**src/rtl/multicycle_ctrl_if.sv**
```systemverilog
// Control/datapath boundary of the THCO-MIPS16 multicycle controller.
// The master modport is the controller; the slave modport is the datapath and memory side.
interface multicycle_ctrl_if;
    logic [15:0] mem_data;
    logic        mem_ready;
    logic        alu_zero;
    logic [15:0] ir;
    logic [7:0]  ALU_Src2;
    logic [1:0]  alu_src1;
    logic        alu_op;
    logic        mem_rd;
    logic        mem_wr;
    logic        pc_write;
    logic        pc_src;
    logic        reg_write;
    logic        wb_src;
    logic        illegal;

    modport master (
        input  mem_data, mem_ready, alu_zero,
        output ir, ALU_Src2, alu_src1, alu_op, mem_rd, mem_wr,
               pc_write, pc_src, reg_write, wb_src, illegal
    );

    modport slave (
        output mem_data, mem_ready, alu_zero,
        input  ir, ALU_Src2, alu_src1, alu_op, mem_rd, mem_wr,
               pc_write, pc_src, reg_write, wb_src, illegal
    );
endinterface

```
**src/rtl/multicycle_ctrl.sv**
```systemverilog
// Multicycle IF/ID/EXE/MEM/WB control FSM for the 16-bit THCO-MIPS16 datapath.
// Holds the instruction register and drives the ALU operand selects and datapath strobes.
module multicycle_ctrl #(
    parameter logic [7:0] RY     = 8'h06,
    parameter logic [7:0] ZERO   = 8'h10,
    parameter logic [7:0] S_IMM4 = 8'h14,
    parameter logic [7:0] S_IMM5 = 8'h15,
    parameter logic [7:0] S_IMM8 = 8'h16,
    parameter logic [7:0] ONE    = 8'h26
) (
    input  logic               clk,
    input  logic               rst,
    multicycle_ctrl_if.master  bus
);
    typedef enum logic [2:0] {ST_IF, ST_ID, ST_EXE, ST_MEM, ST_WB} state_t;

    localparam logic [4:0] OP_NOP    = 5'b00001;
    localparam logic [4:0] OP_B      = 5'b00010;
    localparam logic [4:0] OP_BEQZ   = 5'b00100;
    localparam logic [4:0] OP_ADDIU3 = 5'b01000;
    localparam logic [4:0] OP_ADDIU  = 5'b01001;
    localparam logic [4:0] OP_LI     = 5'b01101;
    localparam logic [4:0] OP_LW     = 5'b10011;
    localparam logic [4:0] OP_SW     = 5'b11011;
    localparam logic [4:0] OP_ADDU   = 5'b11100;

    state_t      state_q, state_d;
    logic [15:0] ir_q, ir_d;

    logic [4:0]  op;
    logic        legal;
    logic [7:0]  src2_sel;
    logic [1:0]  src1_sel;

    logic [7:0]  alu_src2;
    logic [1:0]  alu_src1;
    logic        alu_op, mem_rd, mem_wr, pc_write, pc_src, reg_write, wb_src, illegal;

    assign op = ir_q[15:11];

    always_comb begin
        legal    = 1'b1;
        src2_sel = ZERO;
        src1_sel = 2'd0;
        case (op)
            OP_NOP, OP_B, OP_BEQZ: ;
            OP_ADDU:   begin
                src2_sel = RY;
                legal    = (ir_q[1:0] == 2'b01);
            end
            OP_ADDIU:  src2_sel = S_IMM8;
            OP_ADDIU3: src2_sel = S_IMM4;
            OP_LW, OP_SW: src2_sel = S_IMM5;
            OP_LI:     src1_sel = 2'd2;
            default:   legal    = 1'b0;
        endcase
    end

    always_comb begin
        state_d   = state_q;
        ir_d      = ir_q;
        alu_src2  = ZERO;
        alu_src1  = 2'd0;
        alu_op    = 1'b0;
        mem_rd    = 1'b0;
        mem_wr    = 1'b0;
        pc_write  = 1'b0;
        pc_src    = 1'b0;
        reg_write = 1'b0;
        wb_src    = 1'b0;
        illegal   = 1'b0;
        case (state_q)
            ST_IF: begin
                mem_rd   = 1'b1;
                alu_src1 = 2'd1;
                alu_src2 = ONE;
                if (bus.mem_ready) begin
                    ir_d     = bus.mem_data;
                    pc_write = 1'b1;
                    state_d  = ST_ID;
                end
            end
            ST_ID: begin
                if (op == OP_NOP) begin
                    state_d = ST_IF;
                end else if (!legal) begin
                    illegal = 1'b1;
                    state_d = ST_IF;
                end else begin
                    state_d = ST_EXE;
                end
            end
            ST_EXE: begin
                alu_src2 = src2_sel;
                alu_src1 = src1_sel;
                alu_op   = (op == OP_BEQZ);
                case (op)
                    OP_BEQZ: begin
                        pc_write = bus.alu_zero;
                        pc_src   = bus.alu_zero;
                        state_d  = ST_IF;
                    end
                    OP_B: begin
                        pc_write = 1'b1;
                        pc_src   = 1'b1;
                        state_d  = ST_IF;
                    end
                    OP_LW, OP_SW: state_d = ST_MEM;
                    default:      state_d = ST_WB;
                endcase
            end
            ST_MEM: begin
                // Operand selects are held so the effective address stays valid during waits
                alu_src2 = src2_sel;
                alu_src1 = src1_sel;
                mem_rd   = (op == OP_LW);
                mem_wr   = (op != OP_LW);
                if (bus.mem_ready) begin
                    state_d = (op == OP_LW) ? ST_WB : ST_IF;
                end
            end
            ST_WB: begin
                alu_src2  = src2_sel;
                alu_src1  = src1_sel;
                reg_write = 1'b1;
                wb_src    = (op == OP_LW);
                state_d   = ST_IF;
            end
            default: state_d = ST_IF;
        endcase
        if (rst) begin
            alu_src2  = ZERO;
            alu_src1  = 2'd0;
            alu_op    = 1'b0;
            mem_rd    = 1'b0;
            mem_wr    = 1'b0;
            pc_write  = 1'b0;
            pc_src    = 1'b0;
            reg_write = 1'b0;
            wb_src    = 1'b0;
            illegal   = 1'b0;
        end
    end

    always_ff @(posedge clk) begin
        if (rst) begin
            state_q <= ST_IF;
            ir_q    <= 16'h0800;
        end else begin
            state_q <= state_d;
            ir_q    <= ir_d;
        end
    end

    assign bus.ir        = ir_q;
    assign bus.ALU_Src2  = alu_src2;
    assign bus.alu_src1  = alu_src1;
    assign bus.alu_op    = alu_op;
    assign bus.mem_rd    = mem_rd;
    assign bus.mem_wr    = mem_wr;
    assign bus.pc_write  = pc_write;
    assign bus.pc_src    = pc_src;
    assign bus.reg_write = reg_write;
    assign bus.wb_src    = wb_src;
    assign bus.illegal   = illegal;
endmodule

```
**src/flat_wrapper.sv**
```systemverilog
// flat-port wrapper written by rule: the top's interface ports become plain ports
module multicycle_ctrl_flat 
#(
    parameter logic [7:0] RY     = 8'h06,
    parameter logic [7:0] ZERO   = 8'h10,
    parameter logic [7:0] S_IMM4 = 8'h14,
    parameter logic [7:0] S_IMM5 = 8'h15,
    parameter logic [7:0] S_IMM8 = 8'h16,
    parameter logic [7:0] ONE    = 8'h26
)
  (clk, rst, bus_mem_data, bus_mem_ready, bus_alu_zero, bus_ir, bus_ALU_Src2, bus_alu_src1, bus_alu_op, bus_mem_rd, bus_mem_wr, bus_pc_write, bus_pc_src, bus_reg_write, bus_wb_src, bus_illegal);
  multicycle_ctrl_if bus_i ();
  input  logic clk;
  input  logic rst;
  input wire logic [$bits(bus_i.mem_data)-1:0] bus_mem_data;
  input wire logic [$bits(bus_i.mem_ready)-1:0] bus_mem_ready;
  input wire logic [$bits(bus_i.alu_zero)-1:0] bus_alu_zero;
  output wire logic [$bits(bus_i.ir)-1:0] bus_ir;
  output wire logic [$bits(bus_i.ALU_Src2)-1:0] bus_ALU_Src2;
  output wire logic [$bits(bus_i.alu_src1)-1:0] bus_alu_src1;
  output wire logic [$bits(bus_i.alu_op)-1:0] bus_alu_op;
  output wire logic [$bits(bus_i.mem_rd)-1:0] bus_mem_rd;
  output wire logic [$bits(bus_i.mem_wr)-1:0] bus_mem_wr;
  output wire logic [$bits(bus_i.pc_write)-1:0] bus_pc_write;
  output wire logic [$bits(bus_i.pc_src)-1:0] bus_pc_src;
  output wire logic [$bits(bus_i.reg_write)-1:0] bus_reg_write;
  output wire logic [$bits(bus_i.wb_src)-1:0] bus_wb_src;
  output wire logic [$bits(bus_i.illegal)-1:0] bus_illegal;
  assign bus_i.mem_data = bus_mem_data;
  assign bus_i.mem_ready = bus_mem_ready;
  assign bus_i.alu_zero = bus_alu_zero;
  assign bus_ir = bus_i.ir;
  assign bus_ALU_Src2 = bus_i.ALU_Src2;
  assign bus_alu_src1 = bus_i.alu_src1;
  assign bus_alu_op = bus_i.alu_op;
  assign bus_mem_rd = bus_i.mem_rd;
  assign bus_mem_wr = bus_i.mem_wr;
  assign bus_pc_write = bus_i.pc_write;
  assign bus_pc_src = bus_i.pc_src;
  assign bus_reg_write = bus_i.reg_write;
  assign bus_wb_src = bus_i.wb_src;
  assign bus_illegal = bus_i.illegal;
  multicycle_ctrl #(.RY(RY), .ZERO(ZERO), .S_IMM4(S_IMM4), .S_IMM5(S_IMM5), .S_IMM8(S_IMM8), .ONE(ONE)) u_core (.clk(clk), .rst(rst), .bus(bus_i));
endmodule
```
**config.mk**
```make
export PLATFORM = sky130hd
export DESIGN_NAME = multicycle_ctrl_flat
export DESIGN_NICKNAME = d
export VERILOG_FILES = /design/src/rtl/multicycle_ctrl_if.sv /design/src/rtl/multicycle_ctrl.sv /design/src/flat_wrapper.sv
export SDC_FILE = /design/constraint.sdc
export NUM_CORES = 1
export LEC_CHECK = 0
export CAP_MARGIN = 20
export CORE_UTILIZATION = 41
export CTS_BUF_LIST = sky130_fd_sc_hd__clkbuf_16
export DETAILED_ROUTE_END_ITERATION = 10
export PLACE_DENSITY_LB_ADDON = 0.2
export SLEW_MARGIN = 20
export SYNTH_ARGS = -nofsm -noshare
export SYNTH_HDL_FRONTEND = slang
export SYNTH_SLANG_ARGS = --single-unit
```
**constraint.sdc**
```tcl
create_clock -name clk -period 1.6 [get_ports clk]
set_clock_uncertainty 0.15 [all_clocks]
set_input_delay 0.16 -clock clk [delete_from_list [all_inputs] [get_ports clk]]
set_output_delay 0.16 -clock clk [all_outputs]
set_load 0.05 [all_outputs]
```
==> reports/results.txt, run 1 <==
CTS root buf = clkbuf_16
Yosys reg bits = 19
Netlist Area Pre-Place = 0.00115 mm2
floorplan die width = 55.1 um
Seq/Total Area, Yosys = 0.329
Fail Step = clock tree synthesis (4_1_cts)
Die H = 55.1 um
clk buf depth = 2
hold buffer count at CTS = 0
PortBufs = 50
worst slack, placed = -0.288 ns
Initial Utilization = 0.450
Yosys top cell by area = dfxtp_1
syn_area_per_cell = 7.50 um2
I/O pins = 54
DP Wirelength = 3050 um
cells after synthesis = 154
synth top area cells = dfxtp_1, nand2_1, a21oi_1
Synth top area share = 0.329
status = did not finish
setup bufs post-CTS = 10
routability-driven placement congestion ratio = 0.923
EDFF count, synth = 0
Row Count = 18
CTS Buf Count = 3
unique cell type count in the Yosys netlist = 42
clock sink total = 19
count leader, synth = nand2_1
FFs w/ async S/R, synth = 0
post-CTS sizing = 43
Run Error = [ERROR DPL-0033] detailed placement checks failed during check placement.
top_reg_cell synth = dfxtp_1
synth cell count leaders = nand2_1, a21oi_1, dfxtp_1, nor2_1, buf_4
Yosys warning count = 0
H-tree levels = 1
[through the flow]
step,utilization,setup TNS (ns),cell area [um2],std cells
2_1_floorplan,-,-2.56,1350,156
3_3_place_gp,0.866,-1.36,2220,260
3_5_place_dp,0.866,-1.89,2220,260
[cell families after synthesis]
group | Yosys count | share of synthesized area
simple gates | 71 | 0.322
compound gates | 38 | 0.202
buf+inv | 22 | 0.120
flops | 19 | 0.329
xor+xnor | 2 | 0.0152
mux | 1 | 0.00867
other cells | 1 | 0.00325
==> inputs of run 2 (changes only) <==
--- a/config.mk
+++ b/config.mk
@@ -6,10 +6,10 @@
 export NUM_CORES = 1
 export LEC_CHECK = 0
 export CAP_MARGIN = 20
-export CORE_UTILIZATION = 41
-export CTS_BUF_LIST = sky130_fd_sc_hd__clkbuf_16
+export CORE_AREA = 2 2 63 65
 export DETAILED_ROUTE_END_ITERATION = 10
-export PLACE_DENSITY_LB_ADDON = 0.2
+export DIE_AREA = 0 0 65 67
+export PLACE_DENSITY_LB_ADDON = 0.15
 export SLEW_MARGIN = 20
 export SYNTH_ARGS = -nofsm -noshare
 export SYNTH_HDL_FRONTEND = slang
==> run 2 against run 1 <==
Against the previous run: synthesized cell count unchanged; the flow now finishes, with violations (setup timing); area after synthesis unchanged.
==> reports/results.txt, run 2 <==
vias per inst = 4.87
I/O pins = 54
Crit Path Class = flip-flop to output pin
Hold Path Origin = bus_mem_data[12]
floorplan die width = 65 um
Clk pin slew, worst setup/hold paths = 0.08 ns
Synth top area share = 0.329
PortBufs = 50
mux share of post-synthesis cell area = 0.00867
fraction of the mapped netlist area in adder cells = 0
P_leak = 0.00106 uW
Compound-Gate Fraction of Synth Area = 0.202
DP Wirelength = 2730 um
critical path launch point type = flip-flop
Hold Path Class = primary input to flip-flop
ratio of cells with drive above 1 in the final layout = 0.555
setup ws final = -0.359 ns
FFs w/ async S/R, synth = 0
Hold Vio Cnt, Final = 0
Pre-antenna DRT Iters = 4
top_reg_cell synth = dfxtp_1
Area growth syn-to-layout = 126%
largest net degree at the start of global routing = 16
FMAX = 510 MHz
failing checks = setup timing
Setup-failing EPs final = 14
drt wl/cell = 13.3 um
Yosys reg bits = 19
Cells after DPL = 276
count leader, synth = nand2_1
r2r endpoint = u_core.state_q[2]$_SDFFE_PP0P_
hold buffer count at CTS = 0
worst slack, placed = -0.338 ns
Register-to-Register Path Depth = 8
leading cell type in the layout, fill and taps excluded = buf_4
MaxCap Viol Count = 0
Die ar. = 0.00436 mm2
Yosys top cell by area = dfxtp_1
fin crit share = 1.22
# diodes = 0
Post-Layout Cell Count = 293
clk buf depth = 2
Residual DRC = 0
latest clock arrival within the worst-skew pair = 0.25 ns
unrepaired setup endpoints after global routing = true
cells after synthesis = 154
CORE AREA = 0.00361 mm2
Die H = 67 um
Seq/Total Area, Yosys = 0.329
ANT nets after route = 0
initial antenna violation count = 0
final wirelength = 3890 um
commonest cells after routing, fill and taps aside = buf_4, nand2_1, buf_12
post-layout minimum cycle time = 1.96 ns
Crit. End Element = output pin
R2R Path Start = u_core.bus.ir[15]$_SDFFE_PP0P_
CTS Buf Count = 3
Slew Viols, Final = 0
Synth Area in Simple Gates = 0.322
EDFF count, synth = 0
via count = 1427
R2R Setup Slk = 0.02 ns
critical-path maximum fanout = 5
grt ovf = 0
status = complete, but fails checks
initial drt markers = 69
CTS root buf = clkbuf_8
vias in the first global route = 1416
CTS tree = yes
H-tree levels = 1
Nets = 266
first-pass GRT wire length = 6290 um
largest family of logic cells by synthesized area = simple AND/OR/NAND/NOR gates
crit path DAT = 1.65 ns
clock sink total = 19
Yosys warning count = 0
post-synthesis xor/xnor area fraction = 0.0152
cell depth of the worst min-delay path = 3
power density cells = 661 mW/mm2
all-layer global routing usage = 0.183
Netlist Area Pre-Place = 0.00115 mm2
Filler cells = 258
Min-Delay Endpoint = u_core.bus.ir[12]$_SDFFE_PP0P_
syn_area_per_cell = 7.50 um2
synth top area cells = dfxtp_1, nand2_1, a21oi_1
unique cell type count in the Yosys netlist = 42
Row Count = 22
routability-driven placement congestion ratio = 0.814
Initial Utilization = 0.320
worst vdd ir = 0.671 mV
CP required = 1.29 ns
synth cell count leaders = nand2_1, a21oi_1, dfxtp_1, nor2_1, buf_4
max FFs per register = 16
[run 2: cell counts after synthesis]
No cell type changed its count.
[run 2: layout make-up]
cell class                      count  area [um2]  area share
Clock inverter                      1        7.51     0.00288
Inverter                            5        18.8     0.00720
Sequential cell                    19         408       0.157
Multi-Input combinational cell    115         918       0.353
Clock buffer                        3        41.3      0.0159
Tap cell                           48        60.1      0.0231
Timing Repair Buffer              102        1150       0.442
[run 2: worst max path at each step]
stage	start	endpoint	cells past startpoint
floorplan	u_core.bus.ir[12]$_SDFFE_PP0P_	bus_pc_write	5
detailed placement	bus_alu_zero	bus_pc_write	6
global route	u_core.bus.ir[12]$_SDFFE_PP0P_	bus_ALU_Src2[2]	7
CTS	u_core.bus.ir[14]$_SDFFE_PP0P_	bus_illegal	5
finish	u_core.bus.ir[12]$_SDFFE_PP0P_	bus_ALU_Src2[2]	7
global placement	bus_alu_zero	bus_pc_write	6
[run 2: critical path, stage by stage (launching register included)]
cell,delay [ns]
dfxtp_4,0.36
buf_6,0.13
nand2b_4,0.15
buf_12,0.13
o31ai_4,0.19
o22ai_2,0.12
a21oi_4,0.16
buf_12,0.15
[run 2: logic make-up after synthesis]
| kind of cell | after synthesis |
|---|---|
| simple gates | 71 |
| other cells | 1 |
| mux | 1 |
| xor+xnor | 2 |
| flops | 19 |
| buf+inv | 22 |
| compound gates | 38 |
[run 2: per-layer routing]
layer	vias up	share of wire	track usage
li1	709	-	-
met3	2	0.043	0.0321
met1	678	0.42	0.200
met2	38	0.53	0.369
met4	0	0.0039	0.0319
met5	-	0	0
[run 2: through the flow]
stage	TNS, ns	area [um2]	total power (uW)	hold WS [ns]	util
floorplan	-2.56	1350	985	0.136	-
global placement	-1.48	2220	1280	0.294	0.616
detailed placement	-1.81	2220	1290	0.302	0.616
CTS	-3.47	2430	1690	0.287	0.675
global route	-5.04	2610	1810	0.306	0.722
finish	-3.47	2610	1720	0.285	0.722
[run 2: timing repair]
item / in CTS / in global routing
buffers inserted: 6 / 11
setup endpoints to repair: 16 / 16
pin swaps: 14 / 16
resized for setup: 32 / 26
[run 2: power by group]
group          switching [uW]  total (uW)  internal [uW]
Sequential               41.8         546            504
Clock                     160         335            175
Combinational             439         842            403
Note: power is estimated with default switching activity, not from simulation.
==> inputs of run 3 (changes only) <==
==> constraint.sdc (replaced) <==
create_clock -name clk -period 2.4 [get_ports clk]
set_clock_uncertainty 0.15 [all_clocks]
set_input_delay 0.24 -clock clk [delete_from_list [all_inputs] [get_ports clk]]
set_output_delay 0.24 -clock clk [all_outputs]
set_load 0.05 [all_outputs]
==> run 3 against run 2 <==
Against the previous run: register-to-register slack gained 0.75 ns; final cell count shrank 15%; largest cell class unchanged; the flow now finishes without violations; non-clock buffer count shrank 43; highest routed layer unchanged; wire length shrank 17%; sequential share of layout area grew 4.3 points; largest power group unchanged.
==> reports/results.txt, run 3 (same netlist as run 2, synthesis figures left out) <==
met1 wire length = 1340 um
relative slew slack = 0.603
routability-driven placement congestion ratio = 0.834
floorplan die width = 65 um
Row Count = 22
post-layout minimum cycle time = 2.25 ns
vias in the first global route = 1201
Crit Path Class = flip-flop to output pin
drt wl/cell = 12.8 um
routed wl met2 = 1610 um
I/O pins = 54
setup ws final = 0.148 ns
Nets = 223
critical-path maximum fanout = 10
# diodes = 0
H-tree levels = 1
Hold Path Class = flip-flop to flip-flop
CTS Buf Count = 3
Placed Area = 0.00187 mm2
worst vdd ir = 0.273 mV
vias per inst = 4.90
R2R Setup Slk = 0.77 ns
unrepaired setup endpoints after global routing = false
CTS root buf = clkbuf_8
ratio of cells with drive above 1 in the final layout = 0.203
clk buf depth = 2
CP max stage delay = 0.46 ns
Slew Viols, Final = 0
CORE AREA = 0.00361 mm2
Post-Layout Cell Count = 250
CTS tree = yes
MaxCap Viol Count = 0
Hold Vio Cnt, Final = 0
setup bufs post-CTS = 0
Die ar. = 0.00436 mm2
clock sink total = 19
status = complete, no violations
Min-Delay Endpoint = u_core.bus.ir[8]$_SDFFE_PP0P_
Finished Cell Area = 0.00191 mm2
max FFs per register = 16
largest net degree at the start of global routing = 16
FMAX = 444 MHz
all-layer global routing usage = 0.164
leading cell type in the layout, fill and taps excluded = nand2_1
Residual DRC = 0
Die H = 67 um
worst slack, placed = 0.286 ns
cell depth of the worst min-delay path = 2
initial antenna violation count = 0
critical path launch point type = flip-flop
Cells after DPL = 246
power density cells = 519 mW/mm2
setup TNS = 0 ns
Register-to-Register Path Depth = 3
post-CTS sizing = 0
hold buffer count at CTS = 0
PortBufs = 50
ANT nets after route = 0
Critical Path, Cell by Cell = and2b_1 -> a21oi_1 -> or2_1 -> nor4_2 -> buf_12
initial drt markers = 71
Pre-antenna DRT Iters = 4
final wirelength = 3210 um
Initial Utilization = 0.320
Clk pin slew, worst setup/hold paths = 0.07 ns
via count = 1224
P_leak = 0.000728 uW
grt ovf = 0
CP required = 2.01 ns
metal3 WL = 234 um
commonest cells after routing, fill and taps aside = nand2_1, clkdlybuf4s50_1, a21oi_1
r2r endpoint = u_core.state_q[1]$_SDFFE_PP0P_
Hold Path Origin = u_core.bus.ir[8]$_SDFFE_PP0P_
Crit. End Element = output pin
R2R Path Start = u_core.bus.ir[11]$_SDFFE_PP1P_
DP Wirelength = 2510 um
latest clock arrival within the worst-skew pair = 0.26 ns
Area growth syn-to-layout = 65.8%
Slowest-stage cell, CP = dfxtp_1
crit path DAT = 1.86 ns
first-pass GRT wire length = 5550 um
Slew @ Worst Pin = 0.590 ns
top sig layer = met4
fin crit share = 0.938
Setup-failing EPs final = 0
[run 3: cell types whose count changed in the layout (fill, tap and decap cells not counted), sizes merged]
cell / change
clkbuf: +1
clkdlybuf4s50: +16
buf: -59
clkinvlp: -1
[run 3: area by class of cell]
| type | count | area (um2) |
|---|---|---|
| Multi-Input combinational cell | 115 | 689 |
| Timing Repair Buffer | 59 | 718 |
| Sequential cell | 19 | 383 |
| Inverter | 5 | 18.8 |
| Clock buffer | 4 | 45.0 |
| Tap cell | 48 | 60.1 |
| Fill cell | 354 | 1690 |
[run 3: worst max path at each step]
stage,from,to,slack [ns],depth (start not counted)
2_1_floorplan,u_core.bus.ir[14]$_SDFFE_PP0P_,bus_alu_src1[1],-0.01,3
3_3_place_gp,rst,bus_alu_src1[1],0.30,4
3_5_place_dp,rst,bus_alu_src1[1],0.29,4
4_1_cts,u_core.bus.ir[12]$_SDFFE_PP0P_,bus_pc_write,0.09,5
5_1_grt,u_core.bus.ir[13]$_SDFFE_PP0P_,bus_pc_write,0.008,5
6_report,u_core.state_q[2]$_SDFFE_PP0P_,bus_alu_src1[1],0.15,5
[run 3: critical path: cells and delay by family, from the launching register on]
family                 cells  cell delay (ns)
AND/OR/NAND/NOR            3             0.91
flip-flops                 1             0.46
buffers and inverters      1             0.18
AO/OA/AOI/OAI              1             0.05
[run 3: metal layers]
| metal | up-vias | GRT usage |
|---|---|---|
| met5 | - | 0 |
| met4 | 0 | 0.0745 |
| met3 | 2 | 0.0490 |
| met2 | 39 | 0.277 |
| met1 | 563 | 0.190 |
| li1 | 620 | - |
[run 3: metrics by stage]
step | util | total power (uW) | hold slack, ns
after global routing | 0.531 | 1050 | 0.326
after floorplan | - | 627 | 0.226
after CTS | 0.530 | 1000 | 0.315
after global placement | 0.518 | 769 | 0.292
after detailed placement | 0.518 | 775 | 0.306
final | 0.531 | 993 | 0.311
[run 3: power breakdown]
group	total [uW]	switching, uW	internal [uW]
logic	395	229	167
clock network	227	109	118
registers	371	32.4	338
